===== src/rtl/alu_uart_pkg.sv =====
// Shared types and constants for the ALU result serial transmitter.
// The frame is header, result, flags, checksum, each sent as one 8N1 byte.
package alu_uart_pkg;

    typedef enum logic [1:0] {
        IDLE  = 2'd0,
        START = 2'd1,
        DATA  = 2'd2,
        STOP  = 2'd3
    } state_t;

    localparam int         FRAME_BYTES    = 4;
    localparam logic [7:0] HEADER_DEFAULT = 8'hA5;
    localparam int         OVF_BIT        = 7;
    localparam int         ZERO_BIT       = 6;

    function automatic logic [7:0] flag_byte(input logic ovf, input logic zr);
        logic [7:0] f;
        f           = 8'h00;
        f[OVF_BIT]  = ovf;
        f[ZERO_BIT] = zr;
        return f;
    endfunction

endpackage


===== src/rtl/uart_tx_byte.sv =====
// Single-byte 8N1 serializer. A start request during the final stop-bit
// cycle chains the next byte with no gap; done only pulses when the line goes idle.
module uart_tx_byte
    import alu_uart_pkg::*;
#(
    parameter int CLKS_PER_BIT = 868
) (
    input  logic       clk,
    input  logic       reset_n,
    input  logic       start,
    input  logic [7:0] data,
    output logic       tx,
    output logic       busy,
    output logic       done,
    output logic       last
);

    localparam int            CW      = $clog2(CLKS_PER_BIT);
    localparam logic [CW-1:0] CNT_MAX = CW'(CLKS_PER_BIT - 1);

    state_t        state, state_nxt;
    logic [CW-1:0] baud_cnt;
    logic [2:0]    bit_idx;
    logic [7:0]    shreg;
    logic          bit_end;

    assign bit_end = (baud_cnt == CNT_MAX);
    assign busy    = (state != IDLE);
    assign last    = (state == STOP) && bit_end;

    always_comb begin
        state_nxt = state;
        tx        = 1'b1;
        case (state)
            IDLE:  if (start) state_nxt = START;
            START: begin
                tx = 1'b0;
                if (bit_end) state_nxt = DATA;
            end
            DATA: begin
                tx = shreg[0];
                if (bit_end && bit_idx == 3'd7) state_nxt = STOP;
            end
            STOP:  if (bit_end) state_nxt = start ? START : IDLE;
            default: state_nxt = IDLE;
        endcase
    end

    always_ff @(posedge clk or negedge reset_n) begin
        if (!reset_n) begin
            state    <= IDLE;
            baud_cnt <= '0;
            bit_idx  <= 3'd0;
            shreg    <= 8'h00;
            done     <= 1'b0;
        end else begin
            state <= state_nxt;
            done  <= last && !start;
            // Counter restarts on every state change and at each bit boundary.
            if (state_nxt != state || bit_end || state == IDLE)
                baud_cnt <= '0;
            else
                baud_cnt <= baud_cnt + 1'b1;
            if ((state == IDLE || last) && start)
                shreg <= data;
            else if (state == DATA && bit_end)
                shreg <= shreg >> 1;
            if (state != DATA)
                bit_idx <= 3'd0;
            else if (bit_end)
                bit_idx <= bit_idx + 3'd1;
        end
    end

endmodule


===== src/rtl/alu_result_uart_tx.sv =====
// Sends {header, result, flags, checksum} over UART on each accepted send,
// sequencing the four bytes back-to-back through uart_tx_byte.
module alu_result_uart_tx
    import alu_uart_pkg::*;
#(
    parameter int         DATA_WIDTH   = 8,
    parameter int         CLKS_PER_BIT = 868,
    parameter logic [7:0] HEADER_BYTE  = HEADER_DEFAULT
) (
    input  logic                  clk,
    input  logic                  reset_n,
    input  logic                  send,
    input  logic [DATA_WIDTH-1:0] result,
    input  logic                  overflow,
    input  logic                  zero,
    output logic                  tx,
    output logic                  busy,
    output logic                  done
);

    logic [7:0] result_q, flags_q, byte_data;
    logic [1:0] byte_idx, byte_sel;
    logic       accept, more, byte_last, byte_start;

    // Requests are only taken while the serializer is idle, including the done cycle.
    assign accept     = send && !busy;
    assign more       = byte_last && (byte_idx != 2'(FRAME_BYTES - 1));
    assign byte_start = accept || more;
    assign byte_sel   = accept ? 2'd0 : byte_idx + 2'd1;

    always_comb begin
        byte_data = HEADER_BYTE;
        case (byte_sel)
            2'd1:    byte_data = result_q;
            2'd2:    byte_data = flags_q;
            2'd3:    byte_data = HEADER_BYTE ^ result_q ^ flags_q;
            default: byte_data = HEADER_BYTE;
        endcase
    end

    always_ff @(posedge clk or negedge reset_n) begin
        if (!reset_n) begin
            result_q <= 8'h00;
            flags_q  <= 8'h00;
            byte_idx <= 2'd0;
        end else if (accept) begin
            result_q <= result;
            flags_q  <= flag_byte(overflow, zero);
            byte_idx <= 2'd0;
        end else if (more) begin
            byte_idx <= byte_idx + 2'd1;
        end
    end

    uart_tx_byte #(
        .CLKS_PER_BIT(CLKS_PER_BIT)
    ) u_byte (
        .clk    (clk),
        .reset_n(reset_n),
        .start  (byte_start),
        .data   (byte_data),
        .tx     (tx),
        .busy   (busy),
        .done   (done),
        .last   (byte_last)
    );

endmodule


===== config.mk =====
export PLATFORM = sky130hd
export DESIGN_NAME = alu_result_uart_tx
export DESIGN_NICKNAME = d
export VERILOG_FILES = /design/src/rtl/alu_uart_pkg.sv /design/src/rtl/uart_tx_byte.sv /design/src/rtl/alu_result_uart_tx.sv
export SDC_FILE = /design/constraint.sdc
export NUM_CORES = 1
export LEC_CHECK = 0
export BUFFER_PORTS_ARGS = -buffer_cell sky130_fd_sc_hd__buf_2
export CAP_MARGIN = 0
export CORE_MARGIN = 2
export CORE_UTILIZATION = 35
export DETAILED_ROUTE_END_ITERATION = 8
export PLACE_DENSITY_LB_ADDON = 0.08
export SKIP_LAST_GASP = 1
export SYNTH_ARGS = -nofsm -noshare
export SYNTH_HDL_FRONTEND = slang
export SYNTH_SLANG_ARGS = --single-unit

===== constraint.sdc =====
create_clock -name clk -period 2.84 [get_ports clk]
set_input_delay 0.142 -clock clk [delete_from_list [all_inputs] [get_ports clk]]
set_output_delay 0.142 -clock clk [all_outputs]
set_load 0.01 [all_outputs]

==> results.ini, run 1 <==
[min_path]
hold_class = in2reg

[timing]
fin_skew_ns = 0.008394
rsz0062_at_grt = no
hold_viol_final = 0
tightestPinTransition_ns = 0.8077
drv_slew = 0
setup_viol_count_final = 0
fin_setup_tns_ns = 0
max_clock_freq_mhz = 532.5
min_period_ns = 1.878
slew-limit-headroom_pct = 46.15
layout_setup_ws_ns = 0.9620
finalCritPeriodShare_pct = 66.13

[cts]
cts_tree = done
clk_pin_slew_ns = 0.07
cts_buffer_depth = 2
clk_latency_ns = 0.28
postCtsSetupBuffers = 0
cts_buffers = 5
htreeDepth = 2
clock_sinks = 36
cts-root-buf = clkbuf_8

[placed_design]
place.gp.congestion = 0.7972
portBuffers = 15
place_ws_ns = 0.9553
dp_hpwl_um = 2554
placed_area_mm2 = 0.001938
place_inst = 263

[die]
row_count = 26
core-area_mm2 = 0.005075
dieArea_mm2 = 0.005787
die_w_um = 76.07
start_util_pct = 35.82
die_h_um = 76.07
io_pins = 16

[power_and_ir_drop]
p_sw_share_pct = 20.07
peakVddDrop_uv = 219.3
power_density_mw_per_mm2 = 450.1
pwr-share-clk_pct = 42.2
pwr-share-comb_pct = 2.1
leakagePower_nw = 1.001
power.share.sequential_pct = 55.7
p_int_mw = 0.7355
p_switching_mw = 0.1847

[logic_synthesis]
async_reset_ff_share_pct = 100.0
synth_area_mm2 = 0.001818
synth_area_leaders = dfrtp_1 50%, nand2_1 9.1%, xnor2_1 4.3%
synth_top_area_share_pct = 49.55
ys_ff_latch = 36
yosysTopAreaCell = dfrtp_1
synth_ff_type = dfrtp_1
syn-instance-count = 186
syn_area_per_cell_um2 = 9.774
yosys_warnings = 0
synth_nets = 203
synthTopCellsByCount = 44 x nand2_1, 36 x dfrtp_1, 19 x nor2_1, 9 x nand3_1, 9 x xnor2_1
synth_enable_flop_cells = 0
ys_seq_area_share_pct = 49.55
yosysUniqueCellTypes = 35
yosysMostFrequentCell = nand2_1

[global_routing]
grt_pass1_wl_um = 6499
grt-ovfl-total = 0
antenna_found_initial = 0
grt_use_total_pct = 13.86
grt_start_max_net_pins = 37
grt_pass1_vias = 1359

[setup_path]
cp.required_ns = 3.05
critPathLaunchType = flop
cp_max_fo = 11
path_cells = ha_1 > and3b_1 > nand4_2 > nand3_1 > a2bb2oi_1
timing.critical_path.max_delay_family = simple AND/OR/NAND/NOR gates
arrival_ns = 2.08
critPathMaxStageDelay_ns = 0.47
worstPathBufferInverterCount = 0
crit_path_end_kind = flop
cp_slowest_cell = dfrtp_1
crit_type = reg2reg
ff2ff_setup_slack_ns = 0.96

[finish]
layout.nets = 218
nFillCells = 529
antenna_cells = 0
seq_area_um2 = 900.9
finish.instance_area_mm2 = 0.002044
area_delta_synth_final_pct = 12.46
multi_input_area_um2 = 867.1
drive_above_1_share_pct = 14.43
stdcell_count = 271
fin_util_pct = 40.29

[routing]
vias_per_cell = 4.815
dr.pass1.iters = 4
drc = 0
wl_per_cell_um = 12.97
drt_iter0_drc = 63
route.final.wire_length_um = 3516
antenna_left = 0
route.vias.total = 1305

[run_status]
status = finished clean

[job]
maxCapViolCount = 0

-- through the flow --
| stage | hold WS, ns | total power, mW |
|---|---|---|
| 5_1_grt | 0.06325 | 0.9666 |
| 3_3_place_gp | 0.2757 | 0.5410 |
| 6_report | 0.04871 | 0.9202 |
| 3_5_place_dp | 0.2873 | 0.5416 |
| 4_1_cts | 0.04249 | 0.9336 |
| 2_1_floorplan | -0.1536 | 0.5230 |
-- logic make-up after synthesis --
kind of cell / share of synthesized area [%]
xor+xnor: 7.227
fa+ha+maj: 2.753
compound gates: 7.570
mux: 2.753
buf+inv: 2.753
simple gates: 27.39
flops: 49.55
-- state kept, by name, indices dropped and copies added (netlist names) --
register,count
u_byte.baud_cnt,10
result_q,8
u_byte.shreg,8
u_byte.bit_idx,3
byte_idx,2
flags_q,2
u_byte.state,2
u_byte.done,1
-- worst register-to-register path, cell delays in order (launching register included) --
cell and delay (ns):
dfrtp_1 0.47, ha_1 0.29, and3b_1 0.29, nand4_2 0.31, nand3_1 0.26, a2bb2oi_1 0.18
-- area by class of cell --
| type | count | area share, % |
|---|---|---|
| inverter | 2 | 0.3672 |
| tap | 70 | 4.284 |
| multi-input combinational | 140 | 42.41 |
| clock buffer | 7 | 4.712 |
| sequential | 36 | 44.06 |
| timing repair buffer | 16 | 4.162 |
-- repair_timing --
| item | in CTS | in global routing |
|---|---|---|
| hold buffers | 1 | 0 |
| endpoints found under the hold margin | 36 | 0 |
| resized for setup | 0 | 0 |
-- power by group through the flow --
stage                     clock, mW  sequential [mW]  combinational, mW
final                         0.388            0.513             0.0192
after global routing          0.432            0.512             0.0228
after CTS                     0.401            0.512             0.0205
after detailed placement          0            0.522             0.0193
after global placement            0            0.522             0.0187
after floorplan                   0            0.522           0.000570
-- cells in the final DEF (no fill, tap or decap), types with 2 or more instances in the layout --
master,synthesis,routed
nand2_1,44,44
dfrtp_1,36,36
nor2_1,19,19
buf_2,4,15
nand3_1,9,9
xnor2_1,9,9
clkbuf_8,0,7
a21oi_1,6,6
xor2_1,6,6
mux2i_1,5,5
a2bb2oi_1,4,4
o211ai_1,4,4
ha_1,4,4
and3_1,3,3
nor3_1,3,3
and2_1,2,2
inv_1,2,2
o21ai_1,2,2
nand4bb_1,2,2
nand2b_1,2,2
nor2b_1,2,2
nand4_2,2,2
-- per-layer routing --
metal  vias to the layer above  track usage (%)  routed length (um)
li1                        656                -                   -
met1                       615            19.00                1801
met2                        28            21.34                1514
met3                         6            4.147                 156
met4                         0            4.000                  44
met5                         -                0                   0
-- path summary, 6_finish.rpt --
kind / start / endpoint / cells past startpoint
setup / recovery: byte_idx[0]$_DFFE_PN0N_ / u_byte.shreg[3]$_DFFE_PN0P_ / 5
min in group asynchronous: reset_n / u_byte.baud_cnt[9]$_DFF_PN0_ / 2
max in group asynchronous: reset_n / u_byte.baud_cnt[5]$_DFF_PN0_ / 2
setup reg to reg: byte_idx[0]$_DFFE_PN0N_ / u_byte.shreg[3]$_DFFE_PN0P_ / 5
hold / removal: result[5] / result_q[5]$_DFFE_PN0P_ / 3
hold reg to reg: result_q[6]$_DFFE_PN0P_ / result_q[6]$_DFFE_PN0P_ / 2
(Power assumes the default switching activity.)
==> run 2: changes to the inputs <==
--- a/config.mk
+++ b/config.mk
@@ -5,6 +5,7 @@
 export SDC_FILE = /design/constraint.sdc
 export NUM_CORES = 1
 export LEC_CHECK = 0
+export ABC_AREA = 1
 export BUFFER_PORTS_ARGS = -buffer_cell sky130_fd_sc_hd__buf_2
 export CAP_MARGIN = 0
 export CORE_MARGIN = 2
==> constraint.sdc (replaced) <==
create_clock -name clk -period 1.8 [get_ports clk]
set_input_delay 0.09 -clock clk [delete_from_list [all_inputs] [get_ports clk]]
set_output_delay 0.09 -clock clk [all_outputs]
set_load 0.01 [all_outputs]
==> run 2 against run 1 <==
Synthesized cell count is 25% higher. Non-clock buffer count is 10 higher. Register-to-register slack worse by 0.78 ns. Synthesized area is 5.5% higher. Clock skew is 0.0028 ns lower. Worst hold slack worse by 0.036 ns. Via count is 11% higher. Maximum frequency is 16% higher. First-iteration DRC count is 7.9% lower. Sequential share of layout area is 4.1 points lower. Critical endpoint is now u_byte.shreg[4]$_DFFE_PN0P_. Highest routed layer unchanged.
==> results.ini, run 2 <==
[timing]
fin_skew_ns = 0.005627  ; -0.002767 ns
max_clock_freq_mhz = 619.2  ; +16%
setup_viol_count_final = 0  ; unchanged
drv_slew = 0  ; unchanged
slew-limit-headroom_pct = 69.66  ; +24 points
min_period_ns = 1.615  ; -0.2631 ns
fin_setup_tns_ns = 0  ; unchanged
hold_viol_final = 0  ; unchanged
rsz0062_at_grt = no
finalCritPeriodShare_pct = 89.72  ; +24 points
tightestPinTransition_ns = 0.4551  ; -0.3526 ns

[routing]
drt_iter0_drc = 58  ; -7.9%
met3_length_um = 136  ; -13%
route.vias.total = 1444  ; +11%
drc = 0  ; unchanged
wl_met2_um = 1714  ; +13%
vias_per_cell = 4.323  ; -10%
wl_per_cell_um = 11.31  ; -13%
antenna_left = 0  ; unchanged
route.final.wire_length_um = 3778  ; +7.5%
wl_met1_um = 1870  ; +3.8%
top_layer = met4
dr.pass1.iters = 4  ; unchanged

[power_and_ir_drop]
peakVddDrop_uv = 371.7  ; +69%
power_mw = 1.451  ; +58%
leakagePower_nw = 1.171  ; +17%
power_density_mw_per_mm2 = 644.3  ; +43%

[logic_synthesis]
yosysMostFrequentCell = nand2_1
syn-instance-count = 233  ; +25%
yosysTopAreaCell = dfrtp_1
ys_ff_latch = 36  ; unchanged
yosysUniqueCellTypes = 29  ; -17%
synth_enable_flop_cells = 0  ; unchanged
yosys_warnings = 0  ; unchanged
synth_area_mm2 = 0.001918  ; +5.5%
synth_top_area_share_pct = 46.97  ; -2.6 points
synth_ff_type = dfrtp_1
synth_nets = 250  ; +23%
async_reset_ff_share_pct = 100.0  ; unchanged
synthTopCellsByCount = 77 x nand2_1, 36 x dfrtp_1, 26 x nor2_1, 21 x inv_1, 15 x nand3_1
ys_seq_area_share_pct = 46.97  ; -2.6 points
syn_area_per_cell_um2 = 8.232  ; -16%
synth_area_leaders = dfrtp_1 47%, nand2_1 15%, nor2_1 5.1%

[global_routing]
grt_pass1_vias = 1474  ; +8.5%
antenna_found_initial = 0  ; unchanged
grt_pass1_wl_um = 6837  ; +5.2%
grt-ovfl-total = 0  ; unchanged
grt_use_total_pct = 14.29  ; +0.43 points
grt_start_max_net_pins = 37  ; unchanged

[placed_design]
portBuffers = 15  ; unchanged
place_inst = 317  ; +21%
dp_hpwl_um = 2716  ; +6.3%
placed_area_mm2 = 0.002066  ; +6.6%
place.gp.congestion = 0.7479  ; -6.2%

[cts]
cts_buffers = 5  ; unchanged
clk_latency_ns = 0.28  ; about the same
cts_buffer_depth = 2  ; unchanged
cts_tree = done
clock_sinks = 36  ; unchanged
htreeDepth = 2  ; unchanged
cts-root-buf = clkbuf_8
clk_pin_slew_ns = 0.07  ; about the same

[setup_path]
reg2reg_depth = 9  ; +4
critPathLaunchType = flop
crit_type = reg2reg
ff2ff_setup_slack_ns = 0.19  ; -0.78 ns
crit_path_end_kind = flop
arrival_ns = 1.79  ; -0.29 ns
cp.required_ns = 1.98  ; -1.07 ns
r2r-end = u_byte.shreg[4]$_DFFE_PN0P_
r2r-start = u_byte.baud_cnt[0]$_DFF_PN0_
cp_max_fo = 11  ; unchanged

[die]
start_util_pct = 36.85  ; +1.0 points
dieArea_mm2 = 0.006089  ; +5.2%
core-area_mm2 = 0.005205  ; +2.6%
die_h_um = 78.03  ; +2.6%
io_pins = 16  ; unchanged
row_count = 26  ; unchanged
die_w_um = 78.03  ; +2.6%

[finish]
antenna_cells = 0  ; unchanged
nFillCells = 556  ; +5.1%
drive_above_1_share_pct = 18.18  ; +3.8 points
regMostFlops = u_byte.baud_cnt
stdcell_count = 334  ; +23%
largestRegisters = u_byte.baud_cnt x10, result_q x8, u_byte.shreg x8
fin_util_pct = 43.27  ; +3.0 points
seq_area_um2 = 900.9  ; unchanged
area_delta_synth_final_pct = 17.42
finish.instance_area_mm2 = 0.002252  ; +10%
mostFrequentLayoutCell = nand2_1
layout.nets = 280  ; +28%
multi_input_area_um2 = 893.4  ; +3.0%
largest_reg_flops = 10  ; unchanged
mostFrequentLayoutCells = 77 x nand2_1, 36 x dfrtp_1, 26 x nor2_1

[min_path]
hold_path_end = result_q[7]$_DFFE_PN0P_
min-delay-start = result[7]
worstHoldPathCells = 3  ; unchanged
hold_class = in2reg

[job]
maxCapViolCount = 0  ; unchanged

[run_status]
status = finished clean

## run 2: worst max-delay path by stage
stage	start	endpoint	slack, ns	cells past startpoint
2_1_floorplan	u_byte.baud_cnt[0]$_DFF_PN0_	u_byte.shreg[0]$_DFFE_PN0P_	0.32	9
3_5_place_dp	u_byte.baud_cnt[0]$_DFF_PN0_	u_byte.shreg[4]$_DFFE_PN0P_	0.14	9
4_1_cts	u_byte.baud_cnt[0]$_DFF_PN0_	u_byte.shreg[4]$_DFFE_PN0P_	0.12	9
5_1_grt	u_byte.baud_cnt[0]$_DFF_PN0_	u_byte.shreg[4]$_DFFE_PN0P_	0.05	9
3_3_place_gp	u_byte.baud_cnt[0]$_DFF_PN0_	u_byte.shreg[3]$_DFFE_PN0P_	0.22	9
6_report	u_byte.baud_cnt[0]$_DFF_PN0_	u_byte.shreg[4]$_DFFE_PN0P_	0.19	9
## run 2: what timing repair did
item	CTS	global route
hold buffers	9	0
resized for setup	0	1
setup buffers	0	0
endpoints found under the hold margin	44	0
setup endpoints to repair	0	1
## run 2: final cells by class
type	count	area share, %
clock buffer	7	3.833
clock inverter	1	0.3333
inverter	25	4.278
multi-input combinational	169	39.67
sequential	36	40.00
tap	70	3.889
timing repair buffer	26	8.000
## run 2: report_power, final
part	switching (mW)	internal, mW	leakage (nW)
clock network	0.288	0.311	0.0445
registers	0	0.808	0.431
logic	0.0210	0.0230	0.695
total	0.309	1.14	1.17
## run 2: kinds of logic (layout without fill, tap and decap cells)
group	after synthesis	count (layout)	synth area share, %
flops	36	36	46.97
fa+ha+maj	4	4	2.609
buf+inv	28	59	6.589
compound gates	19	19	5.871
simple gates	139	139	34.77
xor+xnor	7	7	3.196
## run 2: routing by layer
metal	global-route usage [%]	vias to the layer above
met5	0	-
met4	4.737	0
met3	3.678	6
met2	22.50	25
met1	19.26	621
li1	-	792
## run 2: critical path, stage by stage, from the launching register on
cell and delay [ns]:
dfrtp_1 0.42, ha_2 0.23, nand2_4 0.11, nor2_8 0.06, nand4_4 0.09, nand2_4 0.13, nor2_4 0.23, inv_1 0.10
nand2_1 0.08, nand2_1 0.05
## run 2: per-stage QoR
stage               hold slack [ns]  setup WS, ns
floorplan                   -0.2056        0.3180
global placement             0.1688        0.2208
detailed placement           0.1649        0.1446
CTS                        0.002455        0.1250
global route                0.01463       0.05176
finish                      0.01254        0.1851
==> run 3: changes to the inputs <==
==> constraint.sdc (replaced) <==
create_clock -name clk -period 1.4 [get_ports clk]
set_input_delay 0.07 -clock clk [delete_from_list [all_inputs] [get_ports clk]]
set_output_delay 0.07 -clock clk [all_outputs]
set_load 0.01 [all_outputs]
==> run 3 against run 2 <==
The run now ends with negative setup slack left. Combinational power grew 48%. Critical path depth is the same. Sequential power grew 29%. Sequential cell count is the same. Worst setup slack lost 0.22 ns. Worst hold slack gained 0.24 ns. Clock-buffer cell count is the same. Global-route usage grew 1.1 points. Core utilization grew 6.7 points. Critical path type unchanged. Critical endpoint is now u_byte.shreg[1]$_DFFE_PN0P_.
==> results.ini, run 3 (synthesis gave the netlist of run 2 again) <==
[run_status]
status = finished, violations left
failed_checks = negative setup slack

[die]
dieArea_mm2 = 0.006089  ; unchanged
core-area_mm2 = 0.005205  ; unchanged
die_w_um = 78.03  ; unchanged
row_count = 26  ; unchanged
die_h_um = 78.03  ; unchanged
io_pins = 16  ; unchanged
start_util_pct = 36.85  ; unchanged

[finish]
mostFrequentLayoutCells = 72 x nand2_1, 35 x dfrtp_1, 27 x buf_4
antenna_cells = 0  ; unchanged
largest_reg_flops = 10  ; unchanged
regMostFlops = u_byte.baud_cnt
drive_above_1_share_pct = 31.19  ; +13 points
largestRegisters = u_byte.baud_cnt x10, result_q x8, u_byte.shreg x8
layout.nets = 312  ; +11%
mostFrequentLayoutCell = nand2_1
fin_util_pct = 49.95  ; +6.7 points
area_delta_synth_final_pct = 35.55

[global_routing]
grt-ovfl-total = 0  ; unchanged
grt_start_max_net_pins = 21  ; -43%
grt_use_total_pct = 15.42  ; +1.1 points
antenna_found_initial = 0  ; unchanged
grt_pass1_wl_um = 7327  ; +7.2%
grt_pass1_vias = 1609  ; +9.2%

[cts]
cts_buffers = 5  ; unchanged
cts_buffer_depth = 2  ; unchanged
htreeDepth = 2  ; unchanged
clk_pin_slew_ns = 0.07  ; about the same
clock_sinks = 36  ; unchanged
clk_latency_ns = 0.28  ; about the same
cts_tree = done
cts-root-buf = clkbuf_8

[routing]
drc = 0  ; unchanged
dr.pass1.iters = 4  ; unchanged
antenna_left = 0  ; unchanged
route.vias.total = 1633  ; +13%
route.final.wire_length_um = 4037  ; +6.9%
vias_per_cell = 4.474  ; +3.5%
drt_iter0_drc = 67  ; +16%
wl_per_cell_um = 11.06  ; -2.2%

[placed_design]
dp_hpwl_um = 2932  ; +8.0%
place.gp.congestion = 0.7955  ; +6.4%
place_ws_ns = -0.04942  ; -0.1940 ns
portBuffers = 15  ; unchanged

[setup_path]
worstPathBufferInverterCount = 1  ; unchanged
cpMostUsedCell = nand2_1
cp_slowest_cell = dfrtp_1
critPathMaxStageDelay_ns = 0.41  ; about the same
path_cells = ha_4 > nand2_4 > nor2_8 > nand4_4 > nand2_8 > nor2_4 > inv_2 > nand2_1 > nand2_1
crit_path_end_kind = flop
cp.required_ns = 1.58  ; -0.40 ns
crit_type = reg2reg
critPathLaunchType = flop
timing.critical_path.max_delay_family = simple AND/OR/NAND/NOR gates
cp_max_fo = 8  ; -3
arrival_ns = 1.61  ; -0.18 ns

[timing]
hold_viol_final = 0  ; unchanged
setup_viol_count_final = 4  ; +4
timing.hold.ws_ns = 0.2492  ; +0.2366 ns
fin_skew_ns = 0.004271  ; -0.001356 ns
fin_setup_tns_ns = -0.1113  ; -0.1113 ns
finalCritPeriodShare_pct = 102.3  ; +13 points
min_period_ns = 1.432  ; -0.1833 ns
tightestPinTransition_ns = 0.4983  ; +0.04324 ns
slew-limit-headroom_pct = 66.78  ; -2.9 points
drv_slew = 0  ; unchanged
rsz0062_at_grt = yes
layout_setup_ws_ns = -0.03164  ; -0.2167 ns
max_clock_freq_mhz = 698.5  ; +13%

[power_and_ir_drop]
power_density_mw_per_mm2 = 726.2  ; +13%
power_mw = 1.888  ; +30%
leakagePower_nw = 1.343  ; +15%
peakVddDrop_uv = 342.2  ; -7.9%

[min_path]
hold_class = in2reg

[job]
maxCapViolCount = 0  ; unchanged

-- run 3: changes by cell type in the layout (fill, tap and decap cells not counted), moves of 2 or more --
cell,change
buf_4,+25
nand2_1,-5
buf_6,+4
nand2_2,+4
inv_1,-3
inv_2,+3
nor2_1,-3
dlygate4sd3_1,+2
ha_4,+2
nor2_4,+2
-- run 3: final timing paths --
path	depth (start not counted)	slack (ns)	startpoint	to
hold / removal	4	0.25	send	u_byte.done$_DFF_PN0_
max in group asynchronous	3	0.58	reset_n	u_byte.state[0]$_DFF_PN0_
hold reg to reg	2	0.48	u_byte.bit_idx[2]$_DFFE_PN0P_	u_byte.bit_idx[2]$_DFFE_PN0P_
setup reg to reg	9	-0.03	u_byte.baud_cnt[1]$_DFF_PN0_	u_byte.shreg[1]$_DFFE_PN0P_
setup / recovery	9	-0.03	u_byte.baud_cnt[1]$_DFF_PN0_	u_byte.shreg[1]$_DFFE_PN0P_
min in group asynchronous	2	0.28	reset_n	result_q[3]$_DFFE_PN0P_
-- run 3: worst register-to-register path: stages (launching register included) --
cell and delay [ns]:
dfrtp_1 0.41, ha_4 0.19, nand2_4 0.09, nor2_8 0.05
nand4_4 0.10, nand2_8 0.09, nor2_4 0.21, inv_2 0.08
nand2_1 0.06, nand2_1 0.04
-- run 3: layer usage --
layer  share of wire [%]  wire, um  track usage [%]
met1                  49      1978            20.43
met2                  46      1871            24.74
met3                 2.9       118            3.448
met4                 1.7        69            5.789
met5                   0         0                0
-- run 3: stage by stage --
stage                     area [um^2]  std cells
after floorplan                  1931        233
after global placement           2278        342
after detailed placement         2278        342
after CTS                        2510        362
after global routing             2600        365
final                            2600        365
-- run 3: area by class of cell --
| type | count | area [um^2] |
|---|---|---|
| clock buffers | 7 | 96.34 |
| multi-input cells | 169 | 964.7 |
| flip-flops and latches | 36 | 902.1 |
| inverters | 25 | 96.34 |
| repair buffers | 58 | 452.9 |
| well taps | 70 | 87.58 |
| fillers | 532 | 2605 |
-- run 3: power breakdown --
part           leakage, nW  switching [mW]  internal, mW
Combinational        0.861          0.0298        0.0352
Clock               0.0503           0.345         0.438
Sequential           0.431               0          1.04
Total                 1.34           0.375          1.51
-- run 3: timing repair --
item,CTS,global route
hold endpoints to repair,28,0
gates resized for setup,4,19
buffers inserted,2,3
gates cloned,0,0
endpoints found under the setup margin,4,30
hold buffers,11,0
pin swaps,7,9
